### config.mk
export PLATFORM = sky130hd
export DESIGN_NAME = bsg_manycore_link_sram_responder_flat
export DESIGN_NICKNAME = d
export VERILOG_FILES = /design/src/rtl/bsg_manycore_link_sram_responder_pkg.sv /design/src/rtl/bsg_manycore_link_sram_responder_if.sv /design/src/rtl/bsg_manycore_link_sram_responder_amo_alu.sv /design/src/rtl/bsg_manycore_link_sram_responder.sv /design/src/flat_wrapper.sv
export SDC_FILE = /design/constraint.sdc
export NUM_CORES = 1
export LEC_CHECK = 0
export CAP_MARGIN = 5
export CORE_ASPECT_RATIO = 1.1
export CORE_MARGIN = 3
export CORE_UTILIZATION = 44
export CTS_BUF_LIST = sky130_fd_sc_hd__clkbuf_2
export DETAILED_ROUTE_END_ITERATION = 16
export GPL_TIMING_DRIVEN = 1
export PLACE_DENSITY = 0.89
export SLEW_MARGIN = 5
export SYNTH_ARGS = -nofsm -noshare
export SYNTH_HDL_FRONTEND = slang
export SYNTH_HIERARCHICAL = 1
export SYNTH_SLANG_ARGS = --single-unit
### constraint.sdc
create_clock -name clk_i -period 2.86 [get_ports clk_i]
set_input_delay 0.715 -clock clk_i [delete_from_list [all_inputs] [get_ports clk_i]]
set_output_delay 0.715 -clock clk_i [all_outputs]
set_load 0.02 [all_outputs]
### src/rtl/bsg_manycore_link_sram_responder_pkg.sv
// Shared types for the manycore SRAM responder: packet op codes, return types, FSM states.
// Latency: n/a (types and helpers only).
// Backpressure: n/a.
package bsg_manycore_link_sram_responder_pkg;

    localparam int reg_id_width_gp = 5;

    typedef enum logic [2:0] {
        e_remote_load    = 3'd0,
        e_remote_store   = 3'd1,
        e_remote_amoswap = 3'd2,
        e_remote_amoadd  = 3'd3,
        e_remote_amoor   = 3'd4,
        e_remote_amoand  = 3'd5
    } bsg_manycore_packet_op_e;

    typedef enum logic [1:0] {
        e_return_credit = 2'd0,
        e_return_int_wb = 2'd1
    } bsg_manycore_return_packet_type_e;

    typedef enum logic [2:0] {
        IDLE   = 3'd0,
        ACCESS = 3'd1,
        WAIT   = 3'd2,
        MODIFY = 3'd3,
        RESP   = 3'd4
    } bsg_manycore_responder_state_e;

    // True for the four atomic ops the responder can serve when AMO support is built in.
    function automatic logic is_amo(input logic [2:0] op);
        return (op == e_remote_amoswap) || (op == e_remote_amoadd) ||
               (op == e_remote_amoor)   || (op == e_remote_amoand);
    endfunction

endpackage

### src/rtl/bsg_manycore_link_sram_responder_if.sv
// Link bundle between the mesh edge and the responder: forward request in, reverse response out.
// Latency: n/a (wires only).
// Backpressure: fwd_v/fwd_ready and rev_v/rev_ready are valid-ready pairs; fwd_out_v and rev_in_* are the unused directions.
interface bsg_manycore_link_sram_responder_if
#(
    parameter int addr_width_p   = 16,
    parameter int data_width_p   = 32,
    parameter int x_cord_width_p = 4,
    parameter int y_cord_width_p = 4
);
    import bsg_manycore_link_sram_responder_pkg::*;

    // forward request into the responder
    logic                        fwd_v;
    logic                        fwd_ready;
    logic [2:0]                  fwd_op;
    logic [addr_width_p-1:0]     fwd_addr;
    logic [data_width_p-1:0]     fwd_data;
    logic [data_width_p/8-1:0]   fwd_mask;
    logic [reg_id_width_gp-1:0]  fwd_reg_id;
    logic [x_cord_width_p-1:0]   fwd_src_x;
    logic [y_cord_width_p-1:0]   fwd_src_y;
    // forward traffic out of the responder (never issued)
    logic                        fwd_out_v;
    // reverse response out of the responder
    logic                        rev_v;
    logic                        rev_ready;
    logic [1:0]                  rev_pkt_type;
    logic [data_width_p-1:0]     rev_data;
    logic [reg_id_width_gp-1:0]  rev_reg_id;
    logic [x_cord_width_p-1:0]   rev_dest_x;
    logic [y_cord_width_p-1:0]   rev_dest_y;
    logic [x_cord_width_p-1:0]   rev_src_x;
    logic [y_cord_width_p-1:0]   rev_src_y;
    // reverse traffic into the responder (dropped)
    logic                        rev_in_v;
    logic                        rev_in_ready;

    modport master (
        output fwd_v, fwd_op, fwd_addr, fwd_data, fwd_mask, fwd_reg_id, fwd_src_x, fwd_src_y,
        input  fwd_ready, fwd_out_v,
        input  rev_v, rev_pkt_type, rev_data, rev_reg_id, rev_dest_x, rev_dest_y, rev_src_x, rev_src_y,
        output rev_ready, rev_in_v,
        input  rev_in_ready
    );

    modport slave (
        input  fwd_v, fwd_op, fwd_addr, fwd_data, fwd_mask, fwd_reg_id, fwd_src_x, fwd_src_y,
        output fwd_ready, fwd_out_v,
        output rev_v, rev_pkt_type, rev_data, rev_reg_id, rev_dest_x, rev_dest_y, rev_src_x, rev_src_y,
        input  rev_ready, rev_in_v,
        output rev_in_ready
    );

endinterface

### src/rtl/bsg_manycore_link_sram_responder_amo_alu.sv
// Atomic-op combiner: new = f(old, operand, op) for swap/add/or/and; exists only with BSG_MANYCORE_RESPONDER_AMO_EN.
// Latency: combinational.
// Backpressure: none.
`ifdef BSG_MANYCORE_RESPONDER_AMO_EN
module bsg_manycore_responder_amo_alu
    import bsg_manycore_link_sram_responder_pkg::*;
#(
    parameter int data_width_p = 32
)
(
    input  logic [2:0]              op,
    input  logic [data_width_p-1:0] old_data,
    input  logic [data_width_p-1:0] operand,
    output logic [data_width_p-1:0] new_data
);

    // Select the read-modify-write result; non-AMO ops leave the word untouched.
    always_comb begin
        new_data = old_data;
        case (bsg_manycore_packet_op_e'(op))
            e_remote_amoswap: new_data = operand;
            e_remote_amoadd:  new_data = old_data + operand;
            e_remote_amoor:   new_data = old_data | operand;
            e_remote_amoand:  new_data = old_data & operand;
            default:          new_data = old_data;
        endcase
    end

endmodule
`endif

### src/rtl/bsg_manycore_link_sram_responder.sv
// Mesh-terminating responder: one SRAM access per remote load/store, one reverse packet per request (AMOs with BSG_MANYCORE_RESPONDER_AMO_EN).
// Latency: accept to rev_v is 3 cycles for loads, 2 for stores; one request in flight at a time.
// Backpressure: fwd_ready only in IDLE; the response is held stable in RESP until rev_ready.
module bsg_manycore_link_sram_responder
    import bsg_manycore_link_sram_responder_pkg::*;
#(
    parameter int addr_width_p     = 16,
    parameter int data_width_p     = 32,
    parameter int x_cord_width_p   = 4,
    parameter int y_cord_width_p   = 4,
    parameter int mem_addr_width_p = 10
)
(
    input  logic                         clk_i,
    input  logic                         reset_n_i,
    bsg_manycore_link_sram_responder_if.slave link_sif,
    input  logic [x_cord_width_p-1:0]    my_x_i,
    input  logic [y_cord_width_p-1:0]    my_y_i,
    output logic                         mem_v_o,
    output logic                         mem_w_o,
    output logic [mem_addr_width_p-1:0]  mem_addr_o,
    output logic [data_width_p-1:0]      mem_data_o,
    output logic [data_width_p/8-1:0]    mem_mask_o,
    input  logic [data_width_p-1:0]      mem_data_i
);

    localparam int mask_width_lp = data_width_p / 8;

    bsg_manycore_responder_state_e     state_r;
    bsg_manycore_return_packet_type_e  rev_type_r;
    logic                              fwd_ready_r;
    logic                              rev_v_r;
    logic                              mem_v_r;
    logic                              mem_w_r;
    logic [mem_addr_width_p-1:0]       mem_addr_r;
    logic [data_width_p-1:0]           mem_data_r;
    logic [mask_width_lp-1:0]          mem_mask_r;
    logic                              oor_r;
    logic                              needs_read_r;
    logic [reg_id_width_gp-1:0]        reg_id_r;
    logic [x_cord_width_p-1:0]         src_x_r;
    logic [y_cord_width_p-1:0]         src_y_r;
    logic [x_cord_width_p-1:0]         my_x_r;
    logic [y_cord_width_p-1:0]         my_y_r;
    logic [data_width_p-1:0]           data_r;

    logic addr_oor;
    logic op_served;
    logic op_reads;

    // Any address bit above the SRAM range means the word does not exist here.
    assign addr_oor = |(link_sif.fwd_addr >> mem_addr_width_p);

`ifdef BSG_MANYCORE_RESPONDER_AMO_EN
    logic [2:0]              op_r;
    logic [data_width_p-1:0] amo_new;

    bsg_manycore_responder_amo_alu #(
        .data_width_p (data_width_p)
    ) amo_alu (
        .op       (op_r),
        .old_data (mem_data_i),
        .operand  (mem_data_r),
        .new_data (amo_new)
    );
`endif

    // Classify the incoming op: which ops touch memory, and which need the read-back path.
    always_comb begin
        op_served = (link_sif.fwd_op == e_remote_load) || (link_sif.fwd_op == e_remote_store);
        op_reads  = (link_sif.fwd_op == e_remote_load);
`ifdef BSG_MANYCORE_RESPONDER_AMO_EN
        op_served = op_served || is_amo(link_sif.fwd_op);
        op_reads  = op_reads  || is_amo(link_sif.fwd_op);
`endif
    end

    // Request FSM with registered SRAM strobes and a registered reverse packet.
    always_ff @(posedge clk_i or negedge reset_n_i) begin
        if (!reset_n_i) begin
            state_r      <= IDLE;
            fwd_ready_r  <= 1'b0;
            rev_v_r      <= 1'b0;
            rev_type_r   <= e_return_credit;
            mem_v_r      <= 1'b0;
            mem_w_r      <= 1'b0;
            mem_addr_r   <= '0;
            mem_data_r   <= '0;
            mem_mask_r   <= '0;
            oor_r        <= 1'b0;
            needs_read_r <= 1'b0;
            reg_id_r     <= '0;
            src_x_r      <= '0;
            src_y_r      <= '0;
            my_x_r       <= '0;
            my_y_r       <= '0;
            data_r       <= '0;
`ifdef BSG_MANYCORE_RESPONDER_AMO_EN
            op_r         <= '0;
`endif
        end else begin
            case (state_r)
                IDLE: begin
                    fwd_ready_r <= 1'b1;
                    if (fwd_ready_r && link_sif.fwd_v) begin
                        fwd_ready_r  <= 1'b0;
                        mem_v_r      <= op_served && !addr_oor;
                        mem_w_r      <= (link_sif.fwd_op == e_remote_store);
                        mem_addr_r   <= link_sif.fwd_addr[mem_addr_width_p-1:0];
                        mem_data_r   <= link_sif.fwd_data;
                        mem_mask_r   <= link_sif.fwd_mask;
                        oor_r        <= addr_oor;
                        needs_read_r <= op_reads;
                        reg_id_r     <= link_sif.fwd_reg_id;
                        src_x_r      <= link_sif.fwd_src_x;
                        src_y_r      <= link_sif.fwd_src_y;
                        my_x_r       <= my_x_i;
                        my_y_r       <= my_y_i;
`ifdef BSG_MANYCORE_RESPONDER_AMO_EN
                        op_r         <= link_sif.fwd_op;
`endif
                        state_r      <= ACCESS;
                    end
                end
                ACCESS: begin
                    mem_v_r <= 1'b0;
                    if (needs_read_r) begin
                        state_r <= WAIT;
                    end else begin
                        // stores, dropped stores and unsupported ops all answer with a bare credit
                        data_r     <= '0;
                        rev_type_r <= e_return_credit;
                        rev_v_r    <= 1'b1;
                        state_r    <= RESP;
                    end
                end
                WAIT: begin
                    data_r <= oor_r ? '0 : mem_data_i;
`ifdef BSG_MANYCORE_RESPONDER_AMO_EN
                    if (is_amo(op_r) && !oor_r) begin
                        mem_v_r    <= 1'b1;
                        mem_w_r    <= 1'b1;
                        mem_data_r <= amo_new;
                        mem_mask_r <= '1;
                        state_r    <= MODIFY;
                    end else
`endif
                    begin
                        rev_type_r <= e_return_int_wb;
                        rev_v_r    <= 1'b1;
                        state_r    <= RESP;
                    end
                end
                MODIFY: begin
                    mem_v_r    <= 1'b0;
                    rev_type_r <= e_return_int_wb;
                    rev_v_r    <= 1'b1;
                    state_r    <= RESP;
                end
                RESP: begin
                    if (link_sif.rev_ready) begin
                        rev_v_r     <= 1'b0;
                        fwd_ready_r <= 1'b1;
                        state_r     <= IDLE;
                    end
                end
                default: begin
                    state_r <= IDLE;
                end
            endcase
        end
    end

    assign link_sif.fwd_ready    = fwd_ready_r;
    assign link_sif.fwd_out_v    = 1'b0;
    assign link_sif.rev_in_ready = 1'b1;
    assign link_sif.rev_v        = rev_v_r;
    assign link_sif.rev_pkt_type = rev_type_r;
    assign link_sif.rev_data     = data_r;
    assign link_sif.rev_reg_id   = reg_id_r;
    assign link_sif.rev_dest_x   = src_x_r;
    assign link_sif.rev_dest_y   = src_y_r;
    assign link_sif.rev_src_x    = my_x_r;
    assign link_sif.rev_src_y    = my_y_r;

    assign mem_v_o    = mem_v_r;
    assign mem_w_o    = mem_w_r;
    assign mem_addr_o = mem_addr_r;
    assign mem_data_o = mem_data_r;
    assign mem_mask_o = mem_mask_r;

    // A terminating responder has nobody to hear from on the reverse link; traffic there is a wiring error.
    assert property (@(posedge clk_i) disable iff (!reset_n_i) !link_sif.rev_in_v);

endmodule
### src/flat_wrapper.sv
// flat-port wrapper written by rule: the top's interface ports become plain ports
module bsg_manycore_link_sram_responder_flat import bsg_manycore_link_sram_responder_pkg::*;
#(
    parameter int addr_width_p     = 16,
    parameter int data_width_p     = 32,
    parameter int x_cord_width_p   = 4,
    parameter int y_cord_width_p   = 4,
    parameter int mem_addr_width_p = 10
)
  (clk_i, reset_n_i, my_x_i, my_y_i, mem_v_o, mem_w_o, mem_addr_o, mem_data_o, mem_mask_o, mem_data_i, link_sif_fwd_v, link_sif_fwd_op, link_sif_fwd_addr, link_sif_fwd_data, link_sif_fwd_mask, link_sif_fwd_reg_id, link_sif_fwd_src_x, link_sif_fwd_src_y, link_sif_fwd_ready, link_sif_fwd_out_v, link_sif_rev_v, link_sif_rev_pkt_type, link_sif_rev_data, link_sif_rev_reg_id, link_sif_rev_dest_x, link_sif_rev_dest_y, link_sif_rev_src_x, link_sif_rev_src_y, link_sif_rev_ready, link_sif_rev_in_v, link_sif_rev_in_ready);
  bsg_manycore_link_sram_responder_if #(.addr_width_p(addr_width_p), .data_width_p(data_width_p), .x_cord_width_p(x_cord_width_p), .y_cord_width_p(y_cord_width_p)) link_sif_i ();
  input  logic clk_i;
  input  logic reset_n_i;
  input  logic [x_cord_width_p-1:0] my_x_i;
  input  logic [y_cord_width_p-1:0] my_y_i;
  output logic mem_v_o;
  output logic mem_w_o;
  output logic [mem_addr_width_p-1:0] mem_addr_o;
  output logic [data_width_p-1:0] mem_data_o;
  output logic [data_width_p/8-1:0] mem_mask_o;
  input  logic [data_width_p-1:0] mem_data_i;
  input wire logic [$bits(link_sif_i.fwd_v)-1:0] link_sif_fwd_v;
  input wire logic [$bits(link_sif_i.fwd_op)-1:0] link_sif_fwd_op;
  input wire logic [$bits(link_sif_i.fwd_addr)-1:0] link_sif_fwd_addr;
  input wire logic [$bits(link_sif_i.fwd_data)-1:0] link_sif_fwd_data;
  input wire logic [$bits(link_sif_i.fwd_mask)-1:0] link_sif_fwd_mask;
  input wire logic [$bits(link_sif_i.fwd_reg_id)-1:0] link_sif_fwd_reg_id;
  input wire logic [$bits(link_sif_i.fwd_src_x)-1:0] link_sif_fwd_src_x;
  input wire logic [$bits(link_sif_i.fwd_src_y)-1:0] link_sif_fwd_src_y;
  output wire logic [$bits(link_sif_i.fwd_ready)-1:0] link_sif_fwd_ready;
  output wire logic [$bits(link_sif_i.fwd_out_v)-1:0] link_sif_fwd_out_v;
  output wire logic [$bits(link_sif_i.rev_v)-1:0] link_sif_rev_v;
  output wire logic [$bits(link_sif_i.rev_pkt_type)-1:0] link_sif_rev_pkt_type;
  output wire logic [$bits(link_sif_i.rev_data)-1:0] link_sif_rev_data;
  output wire logic [$bits(link_sif_i.rev_reg_id)-1:0] link_sif_rev_reg_id;
  output wire logic [$bits(link_sif_i.rev_dest_x)-1:0] link_sif_rev_dest_x;
  output wire logic [$bits(link_sif_i.rev_dest_y)-1:0] link_sif_rev_dest_y;
  output wire logic [$bits(link_sif_i.rev_src_x)-1:0] link_sif_rev_src_x;
  output wire logic [$bits(link_sif_i.rev_src_y)-1:0] link_sif_rev_src_y;
  input wire logic [$bits(link_sif_i.rev_ready)-1:0] link_sif_rev_ready;
  input wire logic [$bits(link_sif_i.rev_in_v)-1:0] link_sif_rev_in_v;
  output wire logic [$bits(link_sif_i.rev_in_ready)-1:0] link_sif_rev_in_ready;
  assign link_sif_i.fwd_v = link_sif_fwd_v;
  assign link_sif_i.fwd_op = link_sif_fwd_op;
  assign link_sif_i.fwd_addr = link_sif_fwd_addr;
  assign link_sif_i.fwd_data = link_sif_fwd_data;
  assign link_sif_i.fwd_mask = link_sif_fwd_mask;
  assign link_sif_i.fwd_reg_id = link_sif_fwd_reg_id;
  assign link_sif_i.fwd_src_x = link_sif_fwd_src_x;
  assign link_sif_i.fwd_src_y = link_sif_fwd_src_y;
  assign link_sif_fwd_ready = link_sif_i.fwd_ready;
  assign link_sif_fwd_out_v = link_sif_i.fwd_out_v;
  assign link_sif_rev_v = link_sif_i.rev_v;
  assign link_sif_rev_pkt_type = link_sif_i.rev_pkt_type;
  assign link_sif_rev_data = link_sif_i.rev_data;
  assign link_sif_rev_reg_id = link_sif_i.rev_reg_id;
  assign link_sif_rev_dest_x = link_sif_i.rev_dest_x;
  assign link_sif_rev_dest_y = link_sif_i.rev_dest_y;
  assign link_sif_rev_src_x = link_sif_i.rev_src_x;
  assign link_sif_rev_src_y = link_sif_i.rev_src_y;
  assign link_sif_i.rev_ready = link_sif_rev_ready;
  assign link_sif_i.rev_in_v = link_sif_rev_in_v;
  assign link_sif_rev_in_ready = link_sif_i.rev_in_ready;
  bsg_manycore_link_sram_responder #(.addr_width_p(addr_width_p), .data_width_p(data_width_p), .x_cord_width_p(x_cord_width_p), .y_cord_width_p(y_cord_width_p), .mem_addr_width_p(mem_addr_width_p)) u_core (.clk_i(clk_i), .reset_n_i(reset_n_i), .link_sif(link_sif_i), .my_x_i(my_x_i), .my_y_i(my_y_i), .mem_v_o(mem_v_o), .mem_w_o(mem_w_o), .mem_addr_o(mem_addr_o), .mem_data_o(mem_data_o), .mem_mask_o(mem_mask_o), .mem_data_i(mem_data_i));
endmodule
==> impl_results.md <==
- Tightest Hold Check Type: in2async
- Ports: 220
- CP max-delay cell: clkdlybuf4s50_1
- Global-route wire length before repair: 17.0 mm
- GRT overflow: 0
- Final Net Count: approximately 590
- TritonCTS clock tree: built
- Synthesized cell area: just over 4000 um2
- Reg2reg end: u_core/link_sif.rev_data[17]
- Worst EP arrival: around 1.6 ns
- CORE AREA: approximately 9000 um2
- Die Span Y: 108 um
- Initial Utilization: 0.459
- Post-CTS Hold Fix Bufs: 0
- Die area: 10600 um2
- Clk Latency, worst-skew pair: between 0.5 and 0.6 ns
- CTS sink count: 109
- Worst Tran Pin Value: between 0.7 and 0.8 ns
- DRT Wirelength: about 11 mm
- Initial antenna violation count: 0
- DPL Wire Length: between 8 and 9 mm
- Slowest stage delay, CP: roughly 0.66 ns
- Worst path cell trace: clkdlybuf4s50_1
- Pwr Density: around 910 nW/um2
- Final hold viol count: 0
- CP delay by family, top: buffers and inverters
- Clock buffer depth: 2
- Req. time, crit path: approximately 2.1 ns
- Area occupied by multi-input gates: 1280 um2
- Startpoint types: register
- Syn avg cell area: 15.7 um2
- CTS resizes: 0
- Fin util: 0.719
- H-Tree Depth: 3
- Setup crit end kind: output pin
- Fillers: 602
- Area contributors post-synth: dfrtp_1 (66%), mux2_2 (17%), a22o_1 (6.8%)
- GRT Overall Usage: 0.205
- Post-Syn Instances: approximately 260
- Period Utilization, post-route: 0.817
- Clock share of power: 0.109
- Area leader, netlist: dfrtp_1
- Maximum vdd drop: approximately 0.65 mV
- Max frequency: between 0.4 and 0.5 GHz
- Worst r2r path cells: 4
- DRT iter0 DRCs: 79
- Synth cell types: 24
- Slew Limit Fails: 0
- Reg power frac: 0.399
- Synthesized flop and latch total: around 110
- Cell internal pwr: between 3 and 4 mW
- DR WL/cell: 17.8 um
- Total net switching power: roughly 2.1 mW
- Clock Tree Root: clkbuf_2
- Lkg Pwr: about 2.7 nW
- Number of buffers created by CTS: 9
- Die Width: between 90 and 100 um
- Vias: roughly 3000
- Crit path max fanout: 3
- DRC viols: 0
- Area Growth Syn to Fin: 56.6%
- Worst clock skew: around 0.015 ns
- Sequential share of the synthesized area: 0.660
- Placer's final routability congestion estimate: between 0.8 and 0.9
- Share of cells above drive strength 1: 0.182
- Buf/Inv on CP: 1
- Status: finished, final reports clean
- RSZ-0062 raised after global routing: no
- CTS clk-pin slew, worst paths: roughly 0.25 ns
- Post-DR vias/cell: around 5
- Reg area: around 2700 um2
- I/O Buffers: about 220
- Post-CTS Setup Inserts: 0
- Final Setup Violations: 0
- R2r setup slk: about 0.89 ns
- Routed Antenna Nets: 0
- Crit Path Category: reg2out
- Number of global-route vias before repair: approximately 3400
- Largest net degree at the start of global routing: 54
- Row count: 36
- Final setup TNS: 0 ns
- Min cycle time layout: about 2.3 ns
- Crit path depth: 1
- Inserted Diodes: 0
- Share of the synthesized area in the top cell type: 0.660
- Syn. warnings: 6
- Switching share of power: 0.354
- Comb pwr share: 0.491
- Max capacitance violation total: 0
- R2r startpoint: u_core/state_r[2]
- First-pass detailed-route iteration total: 5
- Slew HR: 0.483
-- placed cells by master (no fill, tap or decap) --
cell type / Yosys / layout
clkdlybuf4s50_1: 0 / 214
dfrtp_1: 109 / 109
mux2_2: 64 / 64
a22o_1: 32 / 32
clkbuf_2: 0 / 10
mux2_1: 6 / 6
nor2_1: 6 / 6
buf_4: 3 / 5
nand2_1: 5 / 5
nand2b_1: 4 / 4
clkinv_1: 0 / 3
a21oi_1: 4 / 3
conb_1: 2 / 3
nor3b_1: 2 / 2
buf_12: 0 / 2
clkinvlp_4: 0 / 1
bufinv_16: 0 / 1
clkinv_2: 0 / 1
nor4_4: 1 / 1
nor2b_1: 1 / 1
a21oi_2: 0 / 1
nor3_2: 0 / 1
inv_1: 1 / 1
a21bo_2: 1 / 1
nor4_1: 1 / 1
o311a_1: 1 / 1
a41o_1: 1 / 1
nor3_1: 2 / 1
o21ai_0: 1 / 1
o31ai_1: 1 / 1
-- metrics by stage --
step | setup WS (ns) | cell area [um2] | hold WS [ns] | std cells | power (mW)
2_1_floorplan | 0.901 | 4140 | 0.419 | 264 | 3.92
4_1_cts | 0.462 | 6470 | 0.105 | 597 | 5.99
5_1_grt | 0.367 | 6470 | 0.118 | 597 | 6.23
6_report | 0.525 | 6470 | 0.141 | 597 | 5.91
3_3_place_gp | 0.541 | 6370 | 0.466 | 581 | 5.22
3_5_place_dp | 0.487 | 6370 | 0.481 | 581 | 5.34
-- worst max-delay path by stage --
stage / start / to
after floorplan: link_sif_fwd_v / u_core/mem_data_o[10]
after CTS: u_core/link_sif.rev_v / link_sif_rev_v
after global routing: u_core/link_sif.rev_v / link_sif_rev_v
after global placement: link_sif_fwd_v / u_core/mem_addr_o[3]
after detailed placement: link_sif_fwd_v / u_core/mem_data_o[28]
final: u_core/link_sif.rev_v / link_sif_rev_v
-- layout make-up --
cell class | count | area share
flip-flops and latches | 109 | 0.421
repair buffers | 221 | 0.343
multi-input cells | 136 | 0.197
well taps | 114 | 0.0220
clock inverters | 6 | 0.00831
clock buffers | 10 | 0.00773
inverters | 1 | 0.000580
-- power groups by stage --
stage	registers, mW	logic, mW	clock network, mW
after global routing	2.45	3.05	0.733
final	2.36	2.91	0.646
after CTS	2.37	2.94	0.678
after detailed placement	2.40	2.93	0
after floorplan	3.00	0.915	0
after global placement	2.36	2.86	0
-- sequential cells by signal (all words and copies together) (netlist names) --
register / count
u_core/mem_addr_o: 10
u_core/link_sif.rev_pkt_type: 1
u_core/link_sif.rev_src_x: 4
u_core/link_sif.rev_data: 32
u_core/link_sif.rev_v: 1
u_core/mem_w_o: 1
u_core/oor_r: 1
u_core/link_sif.fwd_ready: 1
u_core/link_sif.rev_dest_y: 4
u_core/link_sif.rev_src_y: 4
u_core/state_r: 3
u_core/needs_read_r: 1
u_core/link_sif.rev_dest_x: 4
u_core/mem_data_o: 32
u_core/link_sif.rev_reg_id: 5
u_core/mem_mask_o: 4
u_core/mem_v_o: 1
-- cells in the mapped netlist --
| cell type | number |
|---|---|
| buf_4 | 3 |
| buf_2 | 1 |
| o31ai_1 | 1 |
| o311a_1 | 1 |
| nor3b_1 | 2 |
| mux2_2 | 64 |
| nor4_4 | 1 |
| clkbuf_1 | 6 |
| o21ai_0 | 1 |
| dfrtp_1 | 109 |
| nand2b_1 | 4 |
| mux2_1 | 6 |
| a21oi_1 | 4 |
| nor3_1 | 2 |
| a41o_1 | 1 |
| a22o_1 | 32 |
| a21bo_2 | 1 |
| nand2_1 | 5 |
| buf_6 | 8 |
| nor2b_1 | 1 |
| conb_1 | 2 |
| nor2_1 | 6 |
| nor4_1 | 1 |
| inv_1 | 1 |
-- cell families (layout without fill, tap and decap cells) --
group           Yosys count  in the layout  share of synthesized area
mux                      70             70                      0.191
flops                   109            109                      0.660
compound gates           41             41                     0.0829
other cells               2              3                    0.00182
simple gates             22             22                     0.0303
buf+inv                  19            238                     0.0348
-- routing by layer --
| metal | vias up | global-route usage | wire length, um |
|---|---|---|---|
| li1 | 1363 | - | - |
| met1 | 1469 | 0.236 | 4000 |
| met2 | 139 | 0.363 | 5660 |
| met3 | 21 | 0.0506 | 721 |
| met4 | 0 | 0.0898 | 266 |
| met5 | - | 0 | 0 |
Power figures use the tool's default switching activity.
